===== config.mk =====
export PLATFORM = sky130hd
export DESIGN_NAME = sn_api_sweep_sched
export DESIGN_NICKNAME = d
export VERILOG_FILES = /design/src/rtl/sn_api_sweep_sched.sv
export SDC_FILE = /design/constraint.sdc
export NUM_CORES = 1
export LEC_CHECK = 0
export CAP_MARGIN = 20
export CORE_MARGIN = 1
export CORE_UTILIZATION = 35
export CTS_BUF_LIST = sky130_fd_sc_hd__clkbuf_4 sky130_fd_sc_hd__clkbuf_8 sky130_fd_sc_hd__clkbuf_16
export DETAILED_ROUTE_END_ITERATION = 7
export HOLD_SLACK_MARGIN = 0.02
export MAX_ROUTING_LAYER = met4
export PLACE_DENSITY = 0.61
export SYNTH_ARGS = -nofsm -noshare
export SYNTH_HDL_FRONTEND = slang
export SYNTH_SLANG_ARGS = --single-unit

===== constraint.sdc =====
create_clock -name clk -period 4.1 [get_ports clk]
set_input_delay 1.025 -clock clk [delete_from_list [all_inputs] [get_ports clk]]
set_output_delay 1.025 -clock clk [all_outputs]
set_load 0.03 [all_outputs]

===== src/rtl/sn_api_sweep_sched.sv =====
// sn_api_sweep_sched
//   Transmit-phase scheduler for the shared Axon Protocol Interface bus.
//   On nc_transmit it snapshots the pending requests of all non-output
//   neurons. It then grants them one per cycle, so each granted neuron
//   drives api_bus alone, and pulses api_nc_done once the snapshot is empty.
// Ports
//   clk, rst            clock, asynchronous active-low reset
//   nc_transmit         transmit-phase start pulse (network controller)
//   api_pending         [L_NUM_REQ:1] spike-pending requests (neuron array)
//   err_clr             clears api_err_overlap
//   api_granted         [L_NUM_REQ:1] one-hot grant, zero when idle
//   api_vld             api_bus valid (|api_granted)
//   api_nc_done         one-cycle end-of-phase pulse
//   api_grant_cnt       grants issued in the current/last phase
//   api_err_overlap     sticky: nc_transmit arrived while a phase was running
module sn_api_sweep_sched #(
  parameter int P_NUM_NEURONS = 100,
  parameter int P_NUM_INPUTS  = 45,
  parameter int P_NUM_OUTPUTS = 3,
  parameter int P_RR_EN       = 0,
  localparam int L_NUM_REQ    = P_NUM_NEURONS - P_NUM_OUTPUTS,
  localparam int L_CNT_BW     = $clog2(L_NUM_REQ + 1)
) (
  input  logic                 clk,
  input  logic                 rst,
  input  logic                 nc_transmit,
  input  logic [L_NUM_REQ:1]   api_pending,
  input  logic                 err_clr,
  output logic [L_NUM_REQ:1]   api_granted,
  output logic                 api_vld,
  output logic                 api_nc_done,
  output logic [L_CNT_BW-1:0]  api_grant_cnt,
  output logic                 api_err_overlap
);

  // Inputs occupy the low requester indices; there must be hidden neurons too.
  generate
    if (P_NUM_INPUTS < 1 || P_NUM_INPUTS >= L_NUM_REQ) begin : g_bad_cfg
      $error("sn_api_sweep_sched: P_NUM_INPUTS out of range");
    end
  endgenerate

  typedef enum logic [1:0] {IDLE, GRANT, DONE} state_t;

  state_t               state, state_nxt;
  logic [L_NUM_REQ:1]   req_q, req_nxt;
  logic [L_CNT_BW-1:0]  ptr, ptr_nxt;
  logic [L_CNT_BW-1:0]  cnt_nxt;

  logic [L_NUM_REQ:1]   ge_mask, masked, pick, sel_oh;
  logic [L_CNT_BW-1:0]  sel_idx;

  // Selection: with rotation, search from ptr upward first and fall back to
  // the whole snapshot (wrap). The lowest set bit is isolated by x & -x.
  always_comb begin
    ge_mask = '0;
    for (int i = 1; i <= L_NUM_REQ; i++)
      ge_mask[i] = (L_CNT_BW'(i) >= ptr);
    masked = req_q & ge_mask;
    pick   = (P_RR_EN != 0 && masked != '0) ? masked : req_q;
    sel_oh = pick & (~pick + L_NUM_REQ'(1));
    sel_idx = '0;
    for (int i = 1; i <= L_NUM_REQ; i++)
      if (sel_oh[i]) sel_idx = L_CNT_BW'(i);
  end

  always_comb begin
    state_nxt = state;
    req_nxt   = req_q;
    ptr_nxt   = ptr;
    cnt_nxt   = api_grant_cnt;
    case (state)
      IDLE: if (nc_transmit) begin
        req_nxt   = api_pending;
        cnt_nxt   = '0;
        state_nxt = (api_pending != '0) ? GRANT : DONE;
      end
      GRANT: begin
        req_nxt = req_q & ~sel_oh;
        cnt_nxt = api_grant_cnt + L_CNT_BW'(1);
        if (P_RR_EN != 0)
          ptr_nxt = (sel_idx == L_CNT_BW'(L_NUM_REQ)) ? L_CNT_BW'(1)
                                                      : sel_idx + L_CNT_BW'(1);
        // Last remaining bit is being granted now.
        if (req_nxt == '0) state_nxt = DONE;
      end
      DONE:    state_nxt = IDLE;
      default: state_nxt = IDLE;
    endcase
  end

  always_ff @(posedge clk or negedge rst) begin
    if (!rst) begin
      state           <= IDLE;
      req_q           <= '0;
      ptr             <= L_CNT_BW'(1);
      api_grant_cnt   <= '0;
      api_err_overlap <= 1'b0;
    end else begin
      state         <= state_nxt;
      req_q         <= req_nxt;
      ptr           <= ptr_nxt;
      api_grant_cnt <= cnt_nxt;
      // Set has priority over clear.
      if (nc_transmit && state != IDLE) api_err_overlap <= 1'b1;
      else if (err_clr)                 api_err_overlap <= 1'b0;
    end
  end

  // Grant and done decode straight from state, so an asynchronous reset
  // drops them immediately.
  assign api_granted = (state == GRANT) ? sel_oh : '0;
  assign api_vld     = |api_granted;
  assign api_nc_done = (state == DONE);

endmodule


After elaboration in Yosys (flattened, before gate mapping)
Index checks and enable logic that the tools add are counted.
{ "word_totals": {"reg_bits": 107, "latchBits": 0, "mem_bits_rw": 0, "mem_bits_ro": 0, "word_cells": 35, "memories": 0} }
{ "classes": {"addsub": 2, "mul": 0, "div_mod_pow": 0, "magnitude_cmp": 0, "eq_ne": 4, "shift": 0, "muxes": 11, "n_bitwise": 4, "reduce_logical": 10} }
{ "ops": {"columns": ["op", "n"], "rows": [
  ["97-bit AND", 2],
  ["97-bit two-way mux", 2],
  ["97-bit inverter", 2],
  ["97-bit one-hot mux with 2 select lines", 1],
  ["97-bit by 1-bit adder with 97-bit output, second input constant", 1],
  ["97-bit zero test", 1],
  ["97-bit nonzero test", 1],
  ["97-bit OR reduction", 1],
  ["7-bit one-hot mux with 2 select lines", 1],
  ["7-bit by 1-bit adder with 7-bit output, second input constant", 1],
  ["7-bit two-way mux", 1],
  ["2-bit two-way mux", 3],
  ["2-bit nonzero test", 3],
  ["2-bit != test, second input constant", 2],
  ["2-bit one-hot mux with 2 select lines", 1],
  ["2-bit AND reduction", 2],
  ["2-bit by 1-bit equality test with 1-bit output, second input constant", 1],
  ["2-bit equality test, second input constant", 1],
  ["2-bit zero test", 1],
  ["1-bit two-way mux", 2],
  ["1-bit logical AND", 1]
]} }

Depth between registers and ports, before layout
Gate-level depths: netlist of run 1.
{ "logic_depth": {"depth_word": 8, "mapped_depth": 12, "ltp_nobuf": 9} }

Worst setup path after synthesis of run 1
Ideal clock, no wire load.
{ "synth_path": {"kind": "reg2out", "startpoint": "register req_q (netlist bit pick[15])", "endpoint": "output api_vld", "arrival_ns": 3.714, "required_ns": 3.075, "slack_ns": -0.639, "stages_incl_launch_ff": 11, "n_path_buf": 2, "path_cell_list": "dfrtp_1 -> buf_6 -> or4_4 -> or4_4 -> buf_6 -> or3_1 -> nor4_1 -> nor4_1 -> nand4_1 -> nor3b_1 -> or4b_1"} }
{ "synth_via": {"elab_chain_len": 5} }
{ "synth_lines": {"columns": ["element", "line_no", "text"], "rows": [
  ["from (decl)", "46", "logic [L_NUM_REQ:1] req_q, req_nxt;"],
  ["from (signal assigned)", "101", "req_q <= req_nxt;"],
  ["97-bit inverter", "61", "sel_oh = pick & (~pick + L_NUM_REQ'(1));"],
  ["97-bit by 1-bit adder with 97-bit output", "61", null],
  ["97-bit AND", "61", null],
  ["97-bit two-way mux", "112", "assign api_granted = (state == GRANT) ? sel_oh : '0;"],
  ["via api_granted (one bit)", "29", "output logic [L_NUM_REQ:1] api_granted,"],
  ["97-bit OR reduction", "113", "assign api_vld = |api_granted;"],
  ["to (decl)", "30", "output logic api_vld,"]
]} }
The timed path passes the listed nets, and every way through them passes these cells.

Final worst setup path of run 1
{ "layout_path": {"startpoint": "register req_q (netlist bit pick[52])", "endpoint": "output api_vld"} }
{ "layout_via": {"elab_chain_len": 5} }
{ "layout_lines": {"columns": ["element", "line_no"], "rows": [
  ["97-bit inverter", "61"],
  ["97-bit by 1-bit adder with 97-bit output", "61"],
  ["97-bit AND *", "61"],
  ["97-bit two-way mux *", "112"],
  ["97-bit OR reduction *", "113"]
]} }
Mark *: on every way between the ends. The rest lies on a longest branch, timed or not.

==> impl_metrics.prom, run 1 <==
# TYPE chip_impl_metric gauge
chip_impl_metric{name="vias_in_the_first_global_route",unit=""} 12800
chip_impl_info{name="timing_worst_setup_path_type",value="flip-flop to output port"} 1
chip_impl_metric{name="final_util",unit="%"} 64.7
chip_impl_metric{name="slew-limit-headroom",unit="%"} 37.1
chip_impl_metric{name="overall_die_area",unit="sq um"} 25800
chip_impl_metric{name="timing.final.hold_violations",unit=""} 0
chip_impl_metric{name="drt-initial-drc-count",unit=""} 2076
chip_impl_metric{name="post_dp_cell_area",unit="sq um"} 14700
chip_impl_metric{name="multiInputGateArea",unit="sq um"} 6230
chip_impl_info{name="cts.root.buffer_cell",value="sky130_fd_sc_hd__clkbuf_16"} 1
chip_impl_metric{name="cellPowerDensity",unit="nW/um^2"} 665
chip_impl_info{name="critical_path.cell_chain",value="or4_1 -> nor3_1 -> and4b_1 -> and3_4 -> a32o_1 -> or4_4 -> nor4_2 -> nor3b_2 -> or4b_4 -> buf_12"} 1
chip_impl_metric{name="viasPerCell",unit=""} 6.39
chip_impl_metric{name="synth-seq-area-share",unit="%"} 30.4
chip_impl_metric{name="cts_sinks",unit=""} 107
chip_impl_metric{name="synth.avg_cell_area",unit="sq um"} 7.59
chip_impl_info{name="worst_path_max_delay_cell",value="sky130_fd_sc_hd__dfrtp_1"} 1
chip_impl_info{name="synth.area.top_cells",value="sky130_fd_sc_hd__dfrtp_1, sky130_fd_sc_hd__nor4_1, sky130_fd_sc_hd__nand2_1"} 1
chip_impl_info{name="r2r_start",value="pick[15]"} 1
chip_impl_metric{name="floorplan.die.width",unit="um"} 161
chip_impl_metric{name="fill_cells",unit=""} 2169
chip_impl_info{name="count_leader_synth",value="sky130_fd_sc_hd__nand2_1"} 1
chip_impl_info{name="clock_tree_from_tritoncts",value="done"} 1
chip_impl_metric{name="clkTransAtPathRegs",unit="ps"} 90
chip_impl_metric{name="clock_skew",unit="ps"} 17.4
chip_impl_metric{name="total_area_of_sequential_cells",unit="sq um"} 2710
chip_impl_metric{name="power_leakage",unit="nW"} 6.90
chip_impl_metric{name="synth_async_sr_flop_share",unit="%"} 100
chip_impl_info{name="timing.critical_path.max_delay_family",value="simple AND/OR/NAND/NOR gates"} 1
chip_impl_metric{name="ant_nets",unit=""} 0
chip_impl_metric{name="clock_tree.htree_level_count",unit=""} 3
chip_impl_metric{name="top_area_cell_type_share_of_the_netlist_area",unit="%"} 30.4
chip_impl_metric{name="max_clock_freq",unit="GHz"} 0.221
chip_impl_info{name="rsz_0062_raised_after_global_routing",value="true"} 1
chip_impl_metric{name="drive_above_1_share",unit="%"} 40.2
chip_impl_metric{name="grt.overflow.total",unit=""} 0
chip_impl_metric{name="worstMarginPinSlew",unit="ps"} 935
chip_impl_metric{name="placement_rows",unit=""} 57
chip_impl_metric{name="total_nets_after_synthesis",unit=""} 1260
chip_impl_metric{name="setup_viol_count_final",unit=""} 11
chip_impl_metric{name="track_usage",unit="%"} 44.7
chip_impl_metric{name="drtPass1Iterations",unit=""} 8
chip_impl_metric{name="synth_cell_types",unit=""} 70
chip_impl_info{name="status",value="finished with violations"} 1
chip_impl_info{name="hold_path_startpoint",value="api_grant_cnt[0]"} 1
chip_impl_metric{name="grt_antenna_before_repair",unit=""} 0
chip_impl_info{name="synth_area_leader_cell",value="sky130_fd_sc_hd__dfrtp_1"} 1
chip_impl_metric{name="synthesis.yosys.warnings",unit=""} 0
chip_impl_metric{name="routedWlPerCell",unit="um"} 27.4
chip_impl_metric{name="postSynthRegisterBits",unit=""} 107
chip_impl_metric{name="min_period_over_period",unit="%"} 111
chip_impl_metric{name="timing.final.crit_period",unit="ps"} 4530
chip_impl_info{name="critical_path.endpoint_type",value="output port"} 1
chip_impl_metric{name="detailedPlacementHpwl",unit="um"} 45200
chip_impl_metric{name="finalWorstSetupSlack",unit="ps"} -431
chip_impl_metric{name="cp.required",unit="ps"} 3070
chip_impl_info{name="worst_setup_path_startpoint",value="pick[52]"} 1
chip_impl_metric{name="total_clock_buffers_created_by_cts",unit=""} 9
chip_impl_metric{name="clock_path_buffers",unit=""} 2
chip_impl_metric{name="drv.max_cap_violation_count",unit=""} 0
chip_impl_info{name="failed_checks",value="negative setup slack"} 1
chip_impl_metric{name="synthesis.instances",unit=""} 1158
chip_impl_metric{name="cp.buffers_inverters",unit=""} 1
chip_impl_metric{name="max_stage_delay",unit="ps"} 570
chip_impl_metric{name="route.detailed.drc",unit=""} 0
chip_impl_metric{name="insertedDiodeCount",unit=""} 0
chip_impl_metric{name="layout.nets",unit=""} 1842
chip_impl_info{name="dominantRegCellSynth",value="sky130_fd_sc_hd__dfrtp_1"} 1
chip_impl_info{name="hp-class",value="flip-flop to flip-flop"} 1
chip_impl_metric{name="wirelength",unit="um"} 56700
chip_impl_metric{name="final_max_slew_violation_count",unit=""} 0
chip_impl_metric{name="grt_max_degree",unit=""} 59
chip_impl_metric{name="grt_pass1_wl",unit="um"} 82600
chip_impl_metric{name="synth-edff-count",unit=""} 0
chip_impl_metric{name="number_of_vias_in_the_routed_layout",unit=""} 13200
chip_impl_metric{name="port_buffers",unit=""} 207
chip_impl_metric{name="worst_ir_drop_vdd",unit="mV"} 0.473
chip_impl_metric{name="finalWeightedCongestion",unit=""} 1.12
chip_impl_info{name="synth_commonest_cells",value="sky130_fd_sc_hd__nand2_1, sky130_fd_sc_hd__dfrtp_1, sky130_fd_sc_hd__nor2_1, sky130_fd_sc_hd__nor4_1, sky130_fd_sc_hd__o21ai_0"} 1
chip_impl_metric{name="clk_latency",unit="ps"} 380
chip_impl_metric{name="number_of_ports_placed_on_the_die_boundary",unit=""} 208
chip_impl_metric{name="critical_path_peak_fanout",unit=""} 7
chip_impl_metric{name="core_region_area",unit="sq um"} 24500
chip_impl_metric{name="syn2layout_area_growth",unit="%"} 79.9
chip_impl_metric{name="mappedNetlistArea",unit="sq um"} 8790
chip_impl_metric{name="final_design_area_no_fill",unit="sq um"} 15800
chip_impl_info{name="worst_setup_path_start_kind",value="flip-flop"} 1
chip_impl_metric{name="die_height",unit="um"} 161
chip_impl_metric{name="worst_ep_arrival_time",unit="ps"} 3510
chip_impl_metric{name="floorplan.initialDensity",unit="%"} 36.0
-- power by group --
group          internal, W  switching, W
logic              0.00319       0.00406
registers          0.00159      0.000742
clock network     0.000436      0.000509
-- logic make-up after synthesis --
group | Yosys count | share of synthesized area, %
AOI/OAI and AO/OA | 295 | 22.9
DFF | 107 | 30.4
and+or+nand+nor | 613 | 39.2
muxes | 10 | 1.14
adders and majority gates | 2 | 0.256
buffers and inverters | 131 | 6.05
-- cell usage in the layout, fill, tap and decap left out, types with 11 or more instances in the layout --
cell and instances:
sky130_fd_sc_hd__or4_1 18, sky130_fd_sc_hd__dfrtp_1 80, sky130_fd_sc_hd__clkdlybuf4s50_1 119, sky130_fd_sc_hd__nor4_1 56
sky130_fd_sc_hd__and4_1 11, sky130_fd_sc_hd__and3_1 36, sky130_fd_sc_hd__nand4_1 31, sky130_fd_sc_hd__buf_12 59
sky130_fd_sc_hd__nand3_1 37, sky130_fd_sc_hd__or4_4 12, sky130_fd_sc_hd__nor2_1 88, sky130_fd_sc_hd__a22o_1 45
sky130_fd_sc_hd__buf_6 14, sky130_fd_sc_hd__nor3_1 48, sky130_fd_sc_hd__nor4_2 24, sky130_fd_sc_hd__o22ai_1 18
sky130_fd_sc_hd__inv_1 47, sky130_fd_sc_hd__buf_4 458, sky130_fd_sc_hd__dfrtp_2 27, sky130_fd_sc_hd__nand2_1 117
sky130_fd_sc_hd__o21ai_0 80, sky130_fd_sc_hd__nor4_4 14, sky130_fd_sc_hd__or3_1 21, sky130_fd_sc_hd__and2_1 12
sky130_fd_sc_hd__a2bb2oi_1 12, sky130_fd_sc_hd__a21oi_1 58
-- worst register-to-register path, delay by kind of cell (launching register included) --
| kind | cells | cell delay (ps) |
|---|---|---|
| AO/OA/AOI/OAI | 3 | 1100 |
| flip-flops | 1 | 440 |
| AND/OR/NAND/NOR | 6 | 1440 |
| buffers and inverters | 5 | 980 |
-- flip-flops by register name, indices dropped and copies added, names as in the netlist --
signal,flops
state,2
api_err_overlap,1
pick,97
api_grant_cnt,7
-- layout make-up --
class | instances | area share, %
multi-input cells | 920 | 39.4
well taps | 324 | 2.56
clock buffers | 10 | 1.47
inverters | 47 | 1.11
repair buffers | 655 | 38.0
flip-flops and latches | 107 | 17.1
clock inverters | 6 | 0.356
-- final timing paths --
| check | to | slack [ps] | cells after the start |
|---|---|---|---|
| max | api_vld | -430 | 10 |
| min | api_grant_cnt[0] | 530 | 1 |
| max reg2reg | state[1] | 90 | 14 |
| min reg2reg | api_grant_cnt[0] | 530 | 1 |
| max in group asynchronous | pick[8] | 2560 | 2 |
| min in group asynchronous | pick[64] | 700 | 1 |
-- layer usage --
| metal | vias up | part of all wire, % | GRT usage [%] |
|---|---|---|---|
| met1 | 6344 | 39 | 59.6 |
| met4 | 0 | 4.9 | 19.0 |
| li1 | 5618 | - | - |
| met2 | 1061 | 43 | 64.9 |
| met5 | - | 0 | - |
| met3 | 188 | 13 | 9.81 |
-- metrics by stage --
stage          setup WS [ps]  setup TNS, ps  hold WS, ps  power (W)  instances
2_1_floorplan           11.1              0          485    0.00521       1158
3_3_place_gp            -270           -415          500    0.00876       2026
3_5_place_dp            -264           -299          515    0.00879       2026
4_1_cts                 -389           -933          530    0.00998       2055
5_1_grt                 -479          -1710          576     0.0109       2069
6_report                -431           -995          533     0.0105       2069
-- timing repair --
item / 4_1_cts / 5_1_grt
buffers inserted: 20 / 16
hold buffers: 0 / 0
setup endpoints to repair: 39 / 41
resized for setup: 87 / 60
hold endpoints to repair: 0 / 0
pin swaps: 26 / 22
No activity file was read; power rests on OpenSTA's default activity.
==> inputs of run 2 (changes only) <==
ABC_AREA = 1   (was not set)
CORE_MARGIN = 5   (was 1)
==> run 2 against run 1 <==
  * Largest power group is now sequential cells
  * Sequential power shrank 48%
  * Critical endpoint unchanged
  * Total power shrank 73%
  * The flow still finishes with violations (negative setup slack)
  * Routed wire length shrank 21%
  * First-iteration DRC count down 38%
  * Die area rose by 11%
  * Critical path depth increased by 4
  * Clock power down 1%
  * Via count down 15%
  * Sequential share of layout area is 4.5 points higher
  * Largest cell class unchanged
==> impl_metrics.prom, run 2 <==
# TYPE chip_impl_metric gauge
chip_impl_info{name="status",value="finished with violations"} 1
chip_impl_info{name="failed_checks",value="negative setup slack"} 1
chip_impl_metric{name="port_buffers",unit=""} 207
chip_impl_metric{name="postSynthRegisterBits",unit=""} 107
chip_impl_metric{name="clock_skew",unit="ps"} 13.4
chip_impl_metric{name="timing.setup.tns",unit="ps"} -5.74
chip_impl_metric{name="grt_max_degree",unit=""} 97
chip_impl_info{name="rsz_0062_raised_after_global_routing",value="true"} 1
chip_impl_metric{name="finalWeightedCongestion",unit=""} 1.04
chip_impl_metric{name="finalWorstSetupSlack",unit="ps"} -5.74
chip_impl_metric{name="worstMarginPinSlew",unit="ps"} 799
chip_impl_info{name="final_cell_mix",value="sky130_fd_sc_hd__nand2_1, sky130_fd_sc_hd__nor2_1, sky130_fd_sc_hd__inv_1"} 1
chip_impl_metric{name="slew-limit-headroom",unit="%"} 46.7
chip_impl_info{name="hp-class",value="flip-flop to flip-flop"} 1
chip_impl_metric{name="netSwitchingPower",unit="W"} 0.00102
chip_impl_metric{name="min_period_over_period",unit="%"} 100
chip_impl_metric{name="critical_path_peak_fanout",unit=""} 4
chip_impl_metric{name="clkTransAtPathRegs",unit="ps"} 80
chip_impl_metric{name="core_region_area",unit="sq um"} 25000
chip_impl_metric{name="vias_in_the_first_global_route",unit=""} 10900
chip_impl_metric{name="global_route.usage.met2",unit="%"} 49.7
chip_impl_metric{name="placement_rows",unit=""} 58
chip_impl_metric{name="grt_antenna_before_repair",unit=""} 0
chip_impl_metric{name="cellInternalPower",unit="W"} 0.00181
chip_impl_info{name="synth.area.top_cells",value="sky130_fd_sc_hd__dfrtp_1, sky130_fd_sc_hd__nand2_1, sky130_fd_sc_hd__nor2_1"} 1
chip_impl_metric{name="number_of_ports_placed_on_the_die_boundary",unit=""} 208
chip_impl_metric{name="final_max_slew_violation_count",unit=""} 0
chip_impl_info{name="clock_tree_from_tritoncts",value="done"} 1
chip_impl_metric{name="largest_register_ff_count",unit=""} 97
chip_impl_info{name="layout_commonest_cell",value="sky130_fd_sc_hd__nand2_1"} 1
chip_impl_metric{name="synth.avg_cell_area",unit="sq um"} 5.98
chip_impl_info{name="synth_area_leader_cell",value="sky130_fd_sc_hd__dfrtp_1"} 1
chip_impl_metric{name="net_switching_share_of_the_total_power",unit="%"} 36.0
chip_impl_metric{name="viasPerCell",unit=""} 5.52
chip_impl_metric{name="top_area_cell_type_share_of_the_netlist_area",unit="%"} 30.3
chip_impl_info{name="critical_path.endpoint_type",value="output port"} 1
chip_impl_metric{name="pre_cts_slack",unit="ps"} -157
chip_impl_info{name="worst_setup_path_start_kind",value="flip-flop"} 1
chip_impl_metric{name="setup_viol_count_final",unit=""} 1
chip_impl_metric{name="number_of_vias_in_the_routed_layout",unit=""} 11200
chip_impl_metric{name="grt_pass1_wl",unit="um"} 67000
chip_impl_metric{name="worst_ep_arrival_time",unit="ps"} 3080
chip_impl_metric{name="clock_path_buffers",unit=""} 2
chip_impl_metric{name="clk_latency",unit="ps"} 380
chip_impl_metric{name="worst_ir_drop_vdd",unit="mV"} 0.167
chip_impl_metric{name="overall_die_area",unit="sq um"} 28500
chip_impl_metric{name="synth-edff-count",unit=""} 0
chip_impl_metric{name="timing.final.crit_period",unit="ps"} 4110
chip_impl_metric{name="synthesis.yosys.warnings",unit=""} 0
chip_impl_info{name="count_leader_synth",value="sky130_fd_sc_hd__nand2_1"} 1
chip_impl_metric{name="cellPowerDensity",unit="nW/um^2"} 228
chip_impl_metric{name="syn2layout_area_growth",unit="%"} 40.4
chip_impl_metric{name="insertedDiodeCount",unit=""} 0
chip_impl_metric{name="use_met1",unit="%"} 44.1
chip_impl_metric{name="synth_cell_types",unit=""} 30
chip_impl_metric{name="max_clock_freq",unit="GHz"} 0.244
chip_impl_metric{name="synth-seq-area-share",unit="%"} 30.3
chip_impl_metric{name="wirelength",unit="um"} 44500
chip_impl_metric{name="final_util",unit="%"} 49.6
chip_impl_metric{name="cp.required",unit="ps"} 3070
chip_impl_metric{name="post_dp_cell_area",unit="sq um"} 12000
chip_impl_info{name="grt-busiest-layer",value="met2"} 1
chip_impl_metric{name="route.detailed.drc",unit=""} 0
chip_impl_metric{name="final_design_area_no_fill",unit="sq um"} 12400
chip_impl_metric{name="share_clk_of_total_power",unit="%"} 33.0
chip_impl_info{name="synth_commonest_cells",value="sky130_fd_sc_hd__nand2_1, sky130_fd_sc_hd__nor2_1, sky130_fd_sc_hd__inv_1, sky130_fd_sc_hd__dfrtp_1, sky130_fd_sc_hd__nor3_1"} 1
chip_impl_info{name="timing_worst_setup_path_type",value="flip-flop to output port"} 1
chip_impl_metric{name="clock_tree.htree_level_count",unit=""} 3
chip_impl_metric{name="total_clock_buffers_created_by_cts",unit=""} 9
chip_impl_metric{name="drt-initial-drc-count",unit=""} 1280
chip_impl_metric{name="floorplan.die.width",unit="um"} 169
chip_impl_metric{name="routedWlPerCell",unit="um"} 22.0
chip_impl_metric{name="layout.nets",unit=""} 1792
chip_impl_metric{name="detailedPlacementHpwl",unit="um"} 36100
chip_impl_metric{name="synthesis.instances",unit=""} 1477
chip_impl_metric{name="timing.final.hold_violations",unit=""} 0
chip_impl_metric{name="drtPass1Iterations",unit=""} 5
chip_impl_metric{name="power_leakage",unit="nW"} 5.63
chip_impl_metric{name="floorplan.initialDensity",unit="%"} 35.3
chip_impl_metric{name="track_usage",unit="%"} 31.4
chip_impl_metric{name="total_nets_after_synthesis",unit=""} 1579
chip_impl_metric{name="share_comb_of_total_power",unit="%"} 24.4
chip_impl_metric{name="synth_async_sr_flop_share",unit="%"} 100
chip_impl_metric{name="place_inst",unit=""} 2004
chip_impl_metric{name="drv.max_cap_violation_count",unit=""} 0
chip_impl_info{name="cts.root.buffer_cell",value="sky130_fd_sc_hd__clkbuf_16"} 1
chip_impl_metric{name="share_seq_of_total_power",unit="%"} 42.7
chip_impl_metric{name="mappedNetlistArea",unit="sq um"} 8840
chip_impl_metric{name="drive_above_1_share",unit="%"} 10.7
chip_impl_metric{name="cts_sinks",unit=""} 107
chip_impl_metric{name="finalNonFillerCells",unit=""} 2025
chip_impl_metric{name="grt.overflow.total",unit=""} 0
chip_impl_metric{name="global_routing_met3_resource_utilization",unit="%"} 3.48
chip_impl_info{name="dominantRegCellSynth",value="sky130_fd_sc_hd__dfrtp_1"} 1
chip_impl_metric{name="die_height",unit="um"} 169
chip_impl_metric{name="ant_nets",unit=""} 0
run 2: cell types whose count changed after synthesis, sizes merged, moves of 30 or more:
cell / delta
or4: -30
clkbuf: -37
nand3: +48
and3: -37
o21ai: -54
a22o: -44
nor4: -68
a211oi: +30
nor3: +40
inv: +94
nand2: +256
nor2: +279
run 2: cell families (layout without fill, tap and decap cells):
kind of cell	count (synthesis)	after routing	share of synthesized area, %
fa+ha+maj	1	1	0.142
simple gates	1021	1021	49.9
compound gates	153	153	11.3
flops	107	107	30.3
buf+inv	195	413	8.34
run 2: through the flow:
| stage | total power [W] | hold WS, ps |
|---|---|---|
| floorplan | 0.00158 | 509 |
| global placement | 0.00190 | 516 |
| detailed placement | 0.00190 | 532 |
| CTS | 0.00283 | 544 |
| global route | 0.00296 | 604 |
| finish | 0.00283 | 534 |
run 2: worst paths after layout:
check	end	cells past startpoint	from	slack, ps
setup / recovery	api_vld	14	pick[9]	-6
hold / removal	api_err_overlap	2	api_err_overlap	530
setup reg to reg	state[0]	14	pick[37]	1140
hold reg to reg	api_err_overlap	2	api_err_overlap	530
max in group asynchronous	pick[74]	2	rst	2710
min in group asynchronous	pick[33]	1	rst	630
run 2: per-layer routing:
metal	share of wire (%)	wire length (um)
met2	46	20700
met5	0	0
met4	1.5	669
met1	46	20300
met3	6.5	2910
run 2: final cells by class:
cell class                      instances  area (sq um)
Fill cell                            2671         12600
Multi-Input combinational cell       1175          5520
Timing Repair Buffer                  255          2960
Sequential cell                       107          2680
Inverter                              142           537
Tap cell                              330           413
Clock buffer                            9           225
Clock inverter                          7          67.6
run 2: critical path: stages, from the launching register on:
cell and delay, ps:
sky130_fd_sc_hd__dfrtp_1 460, sky130_fd_sc_hd__nor2_4 210, sky130_fd_sc_hd__nand2_1 130, sky130_fd_sc_hd__nor2_2 200, sky130_fd_sc_hd__nand2_2 160, sky130_fd_sc_hd__nor2_4 170
sky130_fd_sc_hd__nand3_1 120, sky130_fd_sc_hd__inv_1 140, sky130_fd_sc_hd__nand2_1 170, sky130_fd_sc_hd__nor3_4 270, sky130_fd_sc_hd__nor2_1 120, sky130_fd_sc_hd__nand3_1 160
sky130_fd_sc_hd__nor2_1 110, sky130_fd_sc_hd__nand2_1 110, sky130_fd_sc_hd__buf_4 170
run 2: repair_timing:
item | 4_1_cts | 5_1_grt
endpoints found under the setup margin | 8 | 10
gates resized for setup | 9 | 24
pin swaps | 1 | 2
setup buffers | 1 | 4
hold buffers | 0 | 0
run 2: power groups by stage:
stage / Sequential, W / Combinational, W / Clock [W]
floorplan: 0.00120 / 0.000385 / 0
global placement: 0.00122 / 0.000678 / 0
detailed placement: 0.00122 / 0.000678 / 0
CTS: 0.00120 / 0.000683 / 0.000944
global route: 0.00122 / 0.000758 / 0.000985
finish: 0.00121 / 0.000689 / 0.000933
==> inputs of run 3 (changes only) <==
--- a/config.mk
+++ b/config.mk
@@ -6,5 +6,4 @@
 export NUM_CORES = 1
 export LEC_CHECK = 0
-export ABC_AREA = 1
 export CAP_MARGIN = 20
 export CORE_MARGIN = 5
@@ -14,5 +13,5 @@
 export HOLD_SLACK_MARGIN = 0.02
 export MAX_ROUTING_LAYER = met4
-export PLACE_DENSITY = 0.61
+export PLACE_DENSITY_LB_ADDON = 0.15
 export SYNTH_ARGS = -nofsm -noshare
 export SYNTH_HDL_FRONTEND = slang
==> constraint.sdc (replaced) <==
create_clock -name clk -period 4.1 [get_ports clk]
set_input_delay 0.82 -clock clk [delete_from_list [all_inputs] [get_ports clk]]
set_output_delay 0.82 -clock clk [all_outputs]
set_load 0.03 [all_outputs]
==> run 3 against run 2 <==
  * The flow still finishes with violations (negative setup slack)
  * First-iteration DRC count grew 48%
  * Global-route usage grew 8.3 points
  * Worst hold slack lost 33 ps
  * Combinational power grew to 9.6 times the previous value
  * Die area shrank 0.46%
  * Sequential power grew 94%
  * Setup slack lost 280 ps
  * Routed wire length grew 26%
  * Clock power grew 9%
  * Critical endpoint unchanged
==> impl_metrics.prom, run 3 (synthesis gave the netlist of run 1 again) <==
# TYPE chip_impl_metric gauge
chip_impl_metric{name="track_usage",unit="%"} 39.7
chip_impl_metric{name="final_design_area_no_fill",unit="sq um"} 14900
chip_impl_metric{name="clock_path_buffers",unit=""} 2
chip_impl_metric{name="drv.max_cap_violation_count",unit=""} 0
chip_impl_info{name="failed_checks",value="negative setup slack"} 1
chip_impl_metric{name="core_region_area",unit="sq um"} 25000
chip_impl_metric{name="cp.buffers_inverters",unit=""} 5
chip_impl_metric{name="drt-initial-drc-count",unit=""} 1891
chip_impl_metric{name="worstMarginPinSlew",unit="ps"} 964
chip_impl_info{name="worst_path_max_delay_cell",value="sky130_fd_sc_hd__or4b_4"} 1
chip_impl_metric{name="wirelength",unit="um"} 56300
chip_impl_metric{name="max_clock_freq",unit="GHz"} 0.228
chip_impl_metric{name="pre_cts_slack",unit="ps"} -179
chip_impl_metric{name="grt_pass1_wl",unit="um"} 82400
chip_impl_metric{name="post_dp_cell_area",unit="sq um"} 14000
chip_impl_info{name="worst_setup_path_startpoint",value="pick[64]"} 1
chip_impl_metric{name="power_leakage",unit="nW"} 6.43
chip_impl_info{name="hp-class",value="primary input to async pin"} 1
chip_impl_metric{name="number_of_vias_in_the_routed_layout",unit=""} 12700
chip_impl_info{name="final_cell_mix",value="sky130_fd_sc_hd__buf_4, sky130_fd_sc_hd__clkdlybuf4s50_1, sky130_fd_sc_hd__nand2_1"} 1
chip_impl_metric{name="drive_above_1_share",unit="%"} 35.0
chip_impl_metric{name="min_period_over_period",unit="%"} 107
chip_impl_metric{name="route.detailed.drc",unit=""} 0
chip_impl_info{name="clock_tree_from_tritoncts",value="done"} 1
chip_impl_metric{name="max_stage_delay",unit="ps"} 500
chip_impl_metric{name="floorplan.die.width",unit="um"} 169
chip_impl_metric{name="placement_rows",unit=""} 58
chip_impl_info{name="crit_path_frequent_cell",value="sky130_fd_sc_hd__buf_4"} 1
chip_impl_metric{name="grt_antenna_before_repair",unit=""} 2
chip_impl_metric{name="fin_total_pwr",unit="W"} 0.0100
chip_impl_metric{name="r2r_slack",unit="ps"} 20
chip_impl_metric{name="cts_sinks",unit=""} 107
chip_impl_metric{name="routedWlPerCell",unit="um"} 28.3
chip_impl_metric{name="detailedPlacementHpwl",unit="um"} 45200
chip_impl_info{name="worst_setup_path_endpoint",value="api_vld"} 1
chip_impl_info{name="timing_worst_setup_path_type",value="flip-flop to output port"} 1
chip_impl_metric{name="finalWorstSetupSlack",unit="ps"} -286
chip_impl_metric{name="clkTransAtPathRegs",unit="ps"} 100
chip_impl_metric{name="critical_path_peak_fanout",unit=""} 7
chip_impl_metric{name="clk_latency",unit="ps"} 390
chip_impl_info{name="critical_path.reg2reg.endpoint",value="state[1]"} 1
chip_impl_metric{name="worst_ir_drop_vdd",unit="mV"} 0.695
chip_impl_metric{name="floorplan.initialDensity",unit="%"} 35.2
chip_impl_metric{name="fill_cells",unit=""} 2328
chip_impl_metric{name="slew-limit-headroom",unit="%"} 35.1
chip_impl_info{name="rsz_0062_raised_after_global_routing",value="true"} 1
chip_impl_info{name="timing.critical_path.max_delay_family",value="simple AND/OR/NAND/NOR gates"} 1
chip_impl_metric{name="final_util",unit="%"} 59.8
chip_impl_metric{name="die_height",unit="um"} 169
chip_impl_metric{name="grt_max_degree",unit=""} 55
chip_impl_metric{name="total_clock_buffers_created_by_cts",unit=""} 9
chip_impl_metric{name="worst_r2r_path_depth",unit=""} 12
chip_impl_metric{name="final_max_slew_violation_count",unit=""} 0
chip_impl_info{name="layout_commonest_cell",value="sky130_fd_sc_hd__buf_4"} 1
chip_impl_metric{name="timing.final.hold_violations",unit=""} 0
chip_impl_info{name="critical_path.endpoint_type",value="output port"} 1
chip_impl_metric{name="place_inst",unit=""} 1950
chip_impl_metric{name="ant_nets",unit=""} 0
chip_impl_metric{name="viasPerCell",unit=""} 6.39
chip_impl_metric{name="layout.nets",unit=""} 1753
chip_impl_metric{name="largest_register_ff_count",unit=""} 97
chip_impl_info{name="critical_path.cell_chain",value="buf_4 -> or4_4 -> nor4b_4 -> buf_4 -> buf_4 -> a31oi_2 -> o32ai_1 -> buf_4 -> or4_1 -> nor4_2 -> nor3b_2 -> or4b_4 -> buf_6"} 1
chip_impl_metric{name="worst_ep_arrival_time",unit="ps"} 3570
chip_impl_metric{name="cp.required",unit="ps"} 3280
chip_impl_metric{name="critical_path_cell_count",unit=""} 13
chip_impl_metric{name="timing.final.crit_period",unit="ps"} 4390
chip_impl_info{name="cts.root.buffer_cell",value="sky130_fd_sc_hd__clkbuf_16"} 1
chip_impl_metric{name="overall_die_area",unit="sq um"} 28400
chip_impl_metric{name="setup_viol_count_final",unit=""} 3
chip_impl_metric{name="grt.overflow.total",unit=""} 0
chip_impl_metric{name="postCtsHoldBufs",unit=""} 0
chip_impl_metric{name="number_of_ports_placed_on_the_die_boundary",unit=""} 208
chip_impl_metric{name="port_buffers",unit=""} 207
chip_impl_metric{name="finalWeightedCongestion",unit=""} 1.11
chip_impl_info{name="r2r_start",value="pick[11]"} 1
chip_impl_metric{name="drtPass1Iterations",unit=""} 6
chip_impl_metric{name="syn2layout_area_growth",unit="%"} 69.7
chip_impl_metric{name="clock_skew",unit="ps"} 19.4
chip_impl_info{name="worst_setup_path_start_kind",value="flip-flop"} 1
chip_impl_metric{name="clock_tree.htree_level_count",unit=""} 3
chip_impl_info{name="status",value="finished with violations"} 1
chip_impl_metric{name="vias_in_the_first_global_route",unit=""} 12500
chip_impl_metric{name="cellPowerDensity",unit="nW/um^2"} 670
chip_impl_metric{name="finalNonFillerCells",unit=""} 1988
## run 3: changes by cell type in the layout (fill, tap and decap cells not counted), sizes merged, moves of 48 or more
cell   change
o21ai     +54
nor2     -279
nor4      +68
inv       -95
nand2    -256
nand3     -48
buf      +312
## run 3: worst min path at each step
stage,slack [ps],end,depth (start not counted),from
finish,500,pick[16],1,rst
global route,570,pick[16],1,rst
detailed placement,510,api_grant_cnt[0],1,api_grant_cnt[0]
CTS,530,pick[8],1,rst
floorplan,490,pick[97],2,pick[97]
global placement,510,pick[97],2,pick[97]
## run 3: cell type report
class	count	area, sq um	share of cell area, %
clock inverters	7	91.3	0.612
well taps	330	413	2.77
repair buffers	566	5210	34.9
multi-input cells	920	6100	40.9
diodes	2	5.00	0.0335
flip-flops and latches	107	2700	18.1
inverters	47	176	1.18
clock buffers	9	225	1.51
## run 3: worst register-to-register path: stages (launching register included)
cell	delay [ps]
sky130_fd_sc_hd__dfrtp_2	450
sky130_fd_sc_hd__buf_4	150
sky130_fd_sc_hd__nor4_4	350
sky130_fd_sc_hd__nand4_2	160
sky130_fd_sc_hd__or4_4	600
sky130_fd_sc_hd__buf_4	180
sky130_fd_sc_hd__o41ai_2	520
sky130_fd_sc_hd__o2111ai_2	270
sky130_fd_sc_hd__a2111oi_2	420
sky130_fd_sc_hd__buf_4	190
sky130_fd_sc_hd__nand4_1	100
sky130_fd_sc_hd__o41ai_2	450
sky130_fd_sc_hd__and2_1	180
## run 3: what timing repair did
item	CTS	global route
gates resized for setup	82	38
endpoints found under the setup margin	29	21
pin swaps	24	3
buffers inserted	17	3
## run 3: power breakdown
| group | switching, W | internal [W] | total, W | leakage [nW] |
|---|---|---|---|---|
| combinational | 0.00386 | 0.00278 | 0.00664 | 4.98 |
| sequential | 0.000763 | 0.00158 | 0.00235 | 1.29 |
| clock | 0.000524 | 0.000492 | 0.00102 | 0.151 |
| total | 0.00514 | 0.00486 | 0.0100 | 6.43 |
## run 3: routing by layer
metal  wire (um)  vias to the layer above  track usage [%]  share of wire [%]
met5           0                        -                -                  0
met4        2620                        0             15.1                4.7
met3        6470                      176             9.11                 12
met2       24100                      983             58.2                 43
met1       23000                     6092             53.5                 41
li1            -                     5443                -                  -
## run 3: per-stage QoR
| stage | TNS (ps) | hold slack (ps) |
|---|---|---|
| 6_report | -369 | 501 |
| 5_1_grt | -752 | 568 |
| 4_1_cts | -239 | 534 |
| 3_5_place_dp | -452 | 513 |
| 3_3_place_gp | -1530 | 509 |
| 2_1_floorplan | 0 | 485 |
